[config.mk]
export PLATFORM = sky130hd
export DESIGN_NAME = fsmc_sample_fifo
export DESIGN_NICKNAME = d
export VERILOG_FILES = /design/src/rtl/fsmc_pkg.sv /design/src/rtl/sync_fifo_ram.sv /design/src/rtl/fsmc_sample_fifo.sv
export SDC_FILE = /design/constraint.sdc
export NUM_CORES = 2
export LEC_CHECK = 0
export BUFFER_PORTS_ARGS = -buffer_cell sky130_fd_sc_hd__buf_2
export CORE_ASPECT_RATIO = 0.8
export CORE_MARGIN = 2
export CORE_UTILIZATION = 35
export DETAILED_ROUTE_END_ITERATION = 10
export SLEW_MARGIN = 20
export SYNTH_ARGS = -nofsm -noshare
export SYNTH_HDL_FRONTEND = slang
export SYNTH_SLANG_ARGS = --single-unit
[constraint.sdc]
create_clock -name clk -period 8 [get_ports clk]
set_input_delay 1.2 -clock clk [delete_from_list [all_inputs] [get_ports clk]]
set_output_delay 1.2 -clock clk [all_outputs]
set_load 0.03 [all_outputs]
[src/rtl/fsmc_pkg.sv]
// Shared definitions for the FSMC sample FIFO: channel map, register bit positions
// and the STATUS word layout.
package fsmc_pkg;

    localparam int unsigned NUM_CH    = 4;
    localparam int unsigned CH_DATA   = 0;
    localparam int unsigned CH_STATUS = 1;
    localparam int unsigned CH_CTRL   = 2;
    localparam int unsigned CH_THRESH = 3;

    localparam int unsigned ST_OVERFLOW  = 15;
    localparam int unsigned ST_UNDERFLOW = 14;
    localparam int unsigned ST_FULL      = 13;
    localparam int unsigned ST_EMPTY     = 12;
    localparam int unsigned ST_IRQ       = 11;

    localparam int unsigned CTRL_ENABLE = 0;
    localparam int unsigned CTRL_CLEAR  = 1;

    localparam int unsigned CNT_W = 11;

    // Field order gives the MSB-first STATUS layout.
    typedef struct packed {
        logic             overflow;
        logic             underflow;
        logic             full;
        logic             empty;
        logic             irq;
        logic [CNT_W-1:0] count;
    } status_t;

endpackage

[src/rtl/sync_fifo_ram.sv]
// Dual-pointer FIFO storage with occupancy count and a registered head word.
// A pop while empty is ignored; a push while full succeeds only alongside a pop.
module sync_fifo_ram #(
    parameter int unsigned DATA_WIDTH = 16,
    parameter int unsigned DEPTH      = 256
) (
    input  logic                    clk,
    input  logic                    reset,
    input  logic                    flush,
    input  logic                    push,
    input  logic                    pop,
    input  logic [DATA_WIDTH-1:0]   wdata,
    output logic [DATA_WIDTH-1:0]   head,
    output logic [$clog2(DEPTH):0]  count,
    output logic                    full,
    output logic                    empty
);

    localparam int unsigned AW = $clog2(DEPTH);
    localparam int unsigned CW = AW + 1;

    logic [DATA_WIDTH-1:0] mem [DEPTH];
    logic [AW-1:0]         rd_ptr, wr_ptr, rd_next;
    logic                  do_push, do_pop;

    assign empty   = (count == '0);
    assign full    = (count == CW'(DEPTH));
    assign do_pop  = pop && !empty;
    assign do_push = push && (!full || do_pop);
    assign rd_next = do_pop ? rd_ptr + AW'(1) : rd_ptr;

    always_ff @(posedge clk) begin
        if (do_push) begin
            mem[wr_ptr] <= wdata;
        end
    end

    always_ff @(posedge clk) begin
        if (reset || flush) begin
            rd_ptr <= '0;
            wr_ptr <= '0;
            count  <= '0;
            head   <= '0;
        end else begin
            if (do_push) begin
                wr_ptr <= wr_ptr + AW'(1);
            end
            rd_ptr <= rd_next;
            // The slot written this cycle is not yet in mem, so forward it.
            head <= (do_push && (rd_next == wr_ptr)) ? wdata : mem[rd_next];
            if (do_push && !do_pop) begin
                count <= count + CW'(1);
            end else if (do_pop && !do_push) begin
                count <= count - CW'(1);
            end
        end
    end

endmodule

[src/rtl/fsmc_sample_fifo.sv]
// Sample FIFO exposed through four FSMC channels: DATA, STATUS, CTRL, THRESH.
// Define FSMC_FIFO_IRQ_EN to enable the THRESH register and the level interrupt.
module fsmc_sample_fifo
    import fsmc_pkg::*;
#(
    parameter int unsigned DATA_WIDTH = 16,
    parameter int unsigned DEPTH      = 256,
    parameter int unsigned CS_WIDTH   = 2
) (
    input  logic                     clk,
    input  logic                     reset,
    input  logic [DATA_WIDTH-1:0]    s_data,
    input  logic                     s_valid,
    input  logic [2**CS_WIDTH-1:0]   bus_cs,
    input  logic                     bus_state,
    input  logic [DATA_WIDTH-1:0]    bus_wdata,
    output logic [DATA_WIDTH-1:0]    bus_rdata,
    output logic                     irq
);

    localparam int unsigned CW = $clog2(DEPTH) + 1;

    logic [2**CS_WIDTH-1:0] cs_q, cs_fell;
    logic                   rd_done, wr_done, pop, push;
    logic                   enable_q, flush_q, overflow_q, underflow_q, irq_int;
    logic [CW-1:0]          count;
    logic                   full, empty;
    logic [DATA_WIDTH-1:0]  head, rdata_d, thresh_word;
    status_t                status;
    logic                   unused_wdata;

    assign cs_fell = cs_q & ~bus_cs;
    assign rd_done = (|cs_fell) && bus_state;
    assign wr_done = (|cs_fell) && !bus_state;
    assign pop     = rd_done && cs_fell[CH_DATA];
    assign push    = s_valid && enable_q && !flush_q;

    assign unused_wdata = ^bus_wdata;

    sync_fifo_ram #(
        .DATA_WIDTH (DATA_WIDTH),
        .DEPTH      (DEPTH)
    ) u_ram (
        .clk   (clk),
        .reset (reset),
        .flush (flush_q),
        .push  (push),
        .pop   (pop),
        .wdata (s_data),
        .head  (head),
        .count (count),
        .full  (full),
        .empty (empty)
    );

    always_ff @(posedge clk) begin
        if (reset) begin
            cs_q        <= '0;
            enable_q    <= 1'b0;
            flush_q     <= 1'b0;
            overflow_q  <= 1'b0;
            underflow_q <= 1'b0;
            bus_rdata   <= '0;
        end else begin
            cs_q      <= bus_cs;
            bus_rdata <= rdata_d;
            flush_q   <= wr_done && cs_fell[CH_CTRL] && bus_wdata[CTRL_CLEAR];
            if (wr_done && cs_fell[CH_CTRL]) begin
                enable_q <= bus_wdata[CTRL_ENABLE];
            end
            if (flush_q) begin
                overflow_q  <= 1'b0;
                underflow_q <= 1'b0;
            end else begin
                if (push && full && !pop) overflow_q  <= 1'b1;
                if (pop && empty)         underflow_q <= 1'b1;
            end
        end
    end

`ifdef FSMC_FIFO_IRQ_EN
    logic [CNT_W-1:0] thresh_q;
    logic             irq_q;

    always_ff @(posedge clk) begin
        if (reset) begin
            thresh_q <= '0;
            irq_q    <= 1'b0;
        end else begin
            if (wr_done && cs_fell[CH_THRESH]) begin
                thresh_q <= bus_wdata[CNT_W-1:0];
            end
            irq_q <= enable_q && (thresh_q != '0) && (CNT_W'(count) >= thresh_q);
        end
    end

    assign irq_int     = irq_q;
    assign thresh_word = DATA_WIDTH'(thresh_q);
`else
    assign irq_int     = 1'b0;
    assign thresh_word = '0;
`endif

    assign irq = irq_int;

    always_comb begin
        status.overflow  = overflow_q;
        status.underflow = underflow_q;
        status.full      = full;
        status.empty     = empty;
        status.irq       = irq_int;
        status.count     = CNT_W'(count);

        rdata_d = '0;
        if (bus_cs[CH_DATA]) begin
            rdata_d = empty ? '0 : head;
        end else if (bus_cs[CH_STATUS]) begin
            rdata_d = DATA_WIDTH'(status);
        end else if (bus_cs[CH_CTRL]) begin
            rdata_d[CTRL_ENABLE] = enable_q;
        end else if (bus_cs[CH_THRESH]) begin
            rdata_d = thresh_word;
        end
    end

endmodule

Yosys cells after proc, flatten, opt, wreduce, memory -nomap -nowiden
Memories as Yosys holds them, arrays and structs flattened. A register that Yosys moved wholly into a read port is not among the register bits.
Cells that the tools add are included.
W data, S select, Z words.
- logic and storage cells: 53
- memories kept: 1
- bits in registers: 49
- bits of input ports: 40
- output and inout bits: 17
- RAM bits: 4096
- add/subtract/negate cells: 4
- muxes and demuxes: 9
- bitwise operators: 2
- equality and inequality tests: 1
- reduce and logical (&&, ||, !) cells: 27
- memories (name ; words ; width ; rd ports ; clocked after memory_dff ; wr ports ; line ; source):
    u_ram.mem ; 256 ; 16 ; 1 ; 1 ; 1 ; sync_fifo_ram.sv:22 ; logic [DATA_WIDTH-1:0] mem [DEPTH];
- operators by type and width (cell ; count):
    $mux W16 ; 3
    $mux W9 ; 2
    $add A8 B1 Y8 const B ; 2
    $logic_and A1 B1 Y1 ; 14
    $add A9 B1 Y9 const B ; 1
    $eq A9 B9 Y1 const B ; 1
    $logic_not A9 Y1 ; 1
    $sub A9 B1 Y9 const B ; 1
    $mux W8 ; 1
    $logic_not A1 Y1 ; 7
    $and A4 B4 Y4 ; 1
    $not A4 Y4 ; 1
    $reduce_or A4 Y1 ; 1
    $mux W1 ; 3
    $logic_or A1 B1 Y1 ; 2
    $reduce_bool A2 Y1 ; 1
    $reduce_or A2 Y1 ; 1

Depth between registers and ports, before layout
- depth in word-level cells: 12
- gate-level depth with buffers: 21
- mapped depth without buffers: 15

Modules after synthesis
From an unflattened synthesis, not the netlist that was laid out.
- cell total of the unflattened synthesis: 11785
- area, all modules: 171403.1 sq um
- modules (own cells, without submodules) (module ; seq. area each (sq um) ; cells each ; times used ; area an instance (sq um)):
    sync_fifo_ram ; 123818.8 ; 11723 ; 1 ; 170652.4
    fsmc_sample_fifo ; 440.4 ; 62 ; 1 ; 750.7

Worst setup path after synthesis
Ideal clock, no wire load.
- path kind: input to register
- start: in bus_cs[0]
- end: reg u_ram.count[8]
- data required time: 7.930 ns
- data arrival time: 4.928 ns
- path buffers: 6
- path slack: 3.002 ns
- setup time: 0.070 ns
- stages: 21
- cell sequence: nand3b_2 > a31oi_4 > inv_4 > buf_2 > buf_2 > buf_2 > buf_2 > buf_2 > buf_2 > ha_1 > inv_1 > ha_1 > a21o_1 > a21oi_1 > o21bai_1 > a21oi_1 > o21bai_1 > a21oi_1 > xnor2_1 > or3_1 > a21oi_1
- word-level cells in the longest chain between the ends: 11
- elaborated cells on any way between the ends: 14
- classes of those cells: 1 x mux; 2 x bitwise; 11 x reduce/logical
- ends and longest elaborated chain (item ; line ; source):
    from (decl) ; fsmc_sample_fifo.sv:14 ; input logic [2**CS_WIDTH-1:0] bus_cs,
    $not A4 Y4 (*) ; fsmc_sample_fifo.sv:32 ; assign cs_fell = cs_q & ~bus_cs;
    $and A4 B4 Y4 (*) ; fsmc_sample_fifo.sv:32 ;
    $reduce_or A4 Y1 ; fsmc_sample_fifo.sv:33 ; assign rd_done = (|cs_fell) && bus_state;
    $logic_and A1 B1 Y1 ; fsmc_sample_fifo.sv:33 ;
    $logic_and A1 B1 Y1 (*) ; fsmc_sample_fifo.sv:35 ; assign pop = rd_done && cs_fell[CH_DATA];
    $logic_and A1 B1 Y1 (*) ; sync_fifo_ram.sv:28 ; assign do_pop = pop && !empty;
    $logic_or A1 B1 Y1 ; sync_fifo_ram.sv:29 ; assign do_push = push && (!full || do_pop);
    $logic_and A1 B1 Y1 ; sync_fifo_ram.sv:29 ;
    $logic_not A1 Y1 ; sync_fifo_ram.sv:53 ; end else if (do_pop && !do_push) begin
    $logic_and A1 B1 Y1 ; sync_fifo_ram.sv:53 ;
    $reduce_bool A2 Y1 (no source line) ; - ;
    to (signal assigned) ; sync_fifo_ram.sv:52 ; count <= count + CW'(1);
    to (signal assigned) ; sync_fifo_ram.sv:54 ; count <= count - CW'(1);
    to (decl) ; sync_fifo_ram.sv:14 ; output logic [$clog2(DEPTH):0] count,
Mark *: on every way between the ends. The rest lies on a longest branch, timed or not.
A chain may end at the register's enable or synchronous reset.

Worst setup path after layout
- start: reg u_ram.rd_ptr[0]
- end: reg u_ram.head[8] (read register of u_ram.mem)
- word-level cells in the longest chain between the ends: 2
- ends and longest elaborated chain (item ; line ; source):
    from (decl) ; sync_fifo_ram.sv:23 ; logic [AW-1:0] rd_ptr, wr_ptr, rd_next;
    from (signal assigned) ; sync_fifo_ram.sv:48 ; rd_ptr <= rd_next;
    $add A8 B1 Y8 ; sync_fifo_ram.sv:30 ; assign rd_next = do_pop ? rd_ptr + AW'(1) : rd_ptr;
    $mux W8 (*) ; sync_fifo_ram.sv:30 ;
    to (decl) ; sync_fifo_ram.sv:13 ; output logic [DATA_WIDTH-1:0] head,
Marks and branches as above.

==> summary.txt <==
Timing
  • Top achievable clock speed: 156 MHz
  • Setup repair after global routing missed its margin: false
  • Worst hold margin: 0.446 ns
  • Worst max-slew margin expressed relative to the limit: 15.2%
  • Worst path setup slack after routing: 1.60 ns
  • Setup total negative slack: 0 ns
  • Post-Route Skew: 0.0611 ns
  • Least-Margin Pin Slew: 1.27 ns
  • Crit path time final: 6.40 ns
  • Final hold violations: 0
  • Final Max Slew Viols: 0
  • Share of the clock period used by the worst path: 79.9%
  • Final setup violating endpoints: 0

Run
  • Count of maximum capacitance violations: 0

Status
  • Status: finished clean

Synth
  • Ranking of synthesized cells by instance count: edfxtp_1, mux2i_1, o22ai_1, nand2_1, a211oi_1
  • Flip-flop cell with the highest count after synthesis: edfxtp_1
  • Average instance area after synthesis: 13.9 um2
  • Dominant cell by count in the synthesized netlist: edfxtp_1
  • Unique cell type count in the Yosys netlist: 91
  • Sequential share of the synthesized area: 67.5%
  • Post-synthesis mux area share: 8.76%
  • Combinational family with the most area after synthesis: compound AO/OA/AOI/OAI gates
  • Parity-gate share of the synthesized area counting xor and xnor cells: 0.152%
  • Synthesized-area fraction occupied by and/or/nand/nor cells: 7.70%
  • Area fraction of the dominant cell type after synthesis: 66.8%
  • Syn nets: 13300
  • Largest area contributor in the synthesized netlist: edfxtp_1
  • Gate count after technology mapping: 13200
  • Number of flops mapped to enable cells by yosys: 4096
  • Total standard cell area after synthesis: 184000 um2
  • Warning count from the yosys run: 0
  • Post-synthesis adder-cell area fraction: 0.0992%
  • Synth Area in Compound Gates: 13.1%
  • Async set-reset flop share out of synthesis: 0%
  • Top post-synthesis cells by area: edfxtp_1, mux2i_1, o22ai_1
  • Flip-flop and latch count after synthesis: 4159

Critical path
  • CP Cell Sequence: ha_4, buf_4, buf_4, buf_4, a211oi_1, a211oi_1, o31ai_1, nand4_1, a21oi_1, a211oi_1, o311a_1
  • Cell family with most CP delay: buffers and inverters
  • Stage delay of the slowest cell on the critical path: 0.92 ns
  • Sort of element at the start of the critical path: flip-flop
  • Required time of the critical path: 8.97 ns
  • Start-to-end type of the worst setup path: flip-flop to flip-flop
  • Critical Path Sink Type: flip-flop
  • Crit path buf inv count: 3
  • Maximum fanout encountered on the critical timing path: 71
  • Slowest cell on crit path: a211oi_1
  • Worst path arrival time: 7.36 ns

Final layout
  • Sequential standard cell area: 124000 um2
  • Post-layout instance count excluding filler cells: 20400
  • Ratio of cells with drive above 1 in the final layout: 11.6%
  • Number of nets at the end of the flow: 13200
  • Multi-input gate area: 55800 um2
  • Fill cells: 48300
  • Final non-filler cell area: 207000 um2
  • Signed area change from the synthesized netlist to the final layout: 12.5%
  • Post-layout utilization of the core: 39.5%

Drt
  • 1st-pass router iterations: 6
  • Final wirelength: 596000 um
  • Post-route DRC: 0
  • Count of vias placed by the detailed router: 125000
  • Antenna-violating nets left: 0
  • Routed length per placed instance: 29.2 um
  • DRC violation total after the first TritonRoute iteration: 18300
  • Post-detailed-route via-to-cell ratio: 6.11

Clocking
  • Clock Tree Root: clkbuf_16
  • Worst skew pair latency: 1.03 ns
  • Worst-path clk slew: 0.06 ns
  • Number of buffers inserted by hold repair at cts: 0
  • Sinks on Clock Net: 4159
  • H-tree levels: 5
  • Clock tree from TritonCTS: done
  • Buffers from clock root to sink, at most: 4
  • Quantity of gates resized following cts: 0
  • Clock buffer count from CTS: 411
  • Setup bufs post-CTS: 0

Global routing
  • Maximum number of pins on one net before global-route repair: 163
  • Total routing usage reported by global routing: 21.3%
  • Vias in the first global route: 116000
  • First-pass GRT wire length: 840000 um
  • GR Overflow Total: 0
  • Antenna violations before repair: 47

Power and ir drop
  • Leakage power figure: 62.4 nW
  • Power per Cell Area: 223 nW/um2
  • Maximum ir drop on the vdd rail: 186 uV
  • Power Total: 46.3 mW

Placed design
  • Routability Congestion: 0.944
  • Quantity of I/O buffers inserted on ports: 40
  • Post-DP Area: 194000 um2
  • Placed Cells: 19700
  • Setup Slack @ Placement: 1.21 ns
  • Post-detailed-placement half-perimeter wirelength: 349000 um

Floorplan
  • Floorplan die width: 815 um
  • I/O pin count: 57
  • Die height: 653 um
  • Core outline area: 525000 um2
  • Die footprint: 532000 um2
  • Rows: 238
  • Effective utilization at floorplan: 35.1%

Min path
  • Type of the worst min-delay path: primary input to flip-flop
-- worst reg2reg max path, stage by stage (launching register included) --
cell and delay (ns):
dfxtp_4 0.90, ha_4 0.65, buf_4 0.62, buf_4 0.71
buf_4 0.86, a211oi_1 0.25, a211oi_1 0.33, o31ai_1 0.12
nand4_1 0.42, a21oi_1 0.26, a211oi_1 0.92, o311a_1 0.31
-- metal layers --
| metal | share of wire (%) | GRT usage [%] |
|---|---|---|
| met4 | 3.9 | 7.59 |
| met2 | 42 | 30.9 |
| met3 | 12 | 5.81 |
| met5 | 0.016 | 0 |
| met1 | 42 | 30.6 |
-- final timing paths --
kind	start	endpoint	depth (start not counted)	slack, ns
max	u_ram.rd_ptr[0]$_SDFF_PP0_	u_ram.head[8]$_SDFF_PP0_	11	1.60
min	bus_cs[2]	cs_q[2]$_SDFF_PP0_	2	0.45
max reg2reg	u_ram.rd_ptr[0]$_SDFF_PP0_	u_ram.head[8]$_SDFF_PP0_	11	1.60
min reg2reg	overflow_q$_SDFFE_PP0P_	overflow_q$_SDFFE_PP0P_	2	0.47
-- sequential cells by signal (all words and copies together) (netlist names) --
name,flops
bus_rdata,16
cs_q,2
enable_q,1
flush_q,1
overflow_q,1
u_ram.count,9
u_ram.head,16
u_ram.mem,4096
u_ram.rd_ptr,8
u_ram.wr_ptr,8
underflow_q,1
-- cells by family (layout without fill, tap and decap cells) --
| group | count (synthesis) | in the layout |
|---|---|---|
| buf+inv | 1171 | 1377 |
| other cells | 1 | 9 |
| compound gates | 3426 | 3426 |
| simple gates | 2948 | 2948 |
| fa+ha+maj | 14 | 14 |
| xor+xnor | 27 | 27 |
| flops | 4159 | 4159 |
| mux | 1495 | 1495 |
-- layout by cell type (no fill, tap or decap), types with 40 or more instances in the layout --
cell type  synthesis  layout
o311ai_0          50      50
o22ai_1         1084    1084
mux4_2            84      84
o21ai_0          148     146
clkinv_2           0      76
clkinv_1           0      97
a221oi_1          43      43
nand2_1          952     928
o31ai_1          139     139
and3_1           154     154
buf_12             0      52
a32o_1            66      66
edfxtp_1        4096    4096
a211oi_1         857     857
clkbuf_1         610      82
a32oi_1           57      54
o311a_1           40      40
mux2_2            92      92
a31oi_1          141     139
nor2_1           464     374
nor2b_1          402     402
nor2_2             0      68
buf_4             22     517
clkbuf_16          0     416
nor4_1            77      64
dfxtp_1           63      61
o221ai_1         186     186
nand3_1          297     296
a22oi_1           81      81
a21oi_1          284     283
or3_1             73      73
a311oi_1          54      52
nand4_1           65      65
nor3_1           392     390
mux2i_1         1319    1318
-- cell type report --
cell class / instances / area share [%]
inverters: 17 / 0.0411
clock buffers: 509 / 5.25
well taps: 6960 / 4.20
flip-flops and latches: 4159 / 60.0
repair buffers: 611 / 2.57
multi-input cells: 7911 / 26.9
clock inverters: 240 / 1.03
diodes: 8 / 0.00966
-- where the power goes --
part / switching, mW / internal (mW) / leakage [nW] / total [mW]
sequential: 0.0261 / 23.9 / 37.3 / 24.0
clock: 8.56 / 10.5 / 6.34 / 19.1
combinational: 2.27 / 0.976 / 18.8 / 3.25
total: 10.9 / 35.4 / 62.4 / 46.3
Note: power is estimated with default switching activity, not from simulation.
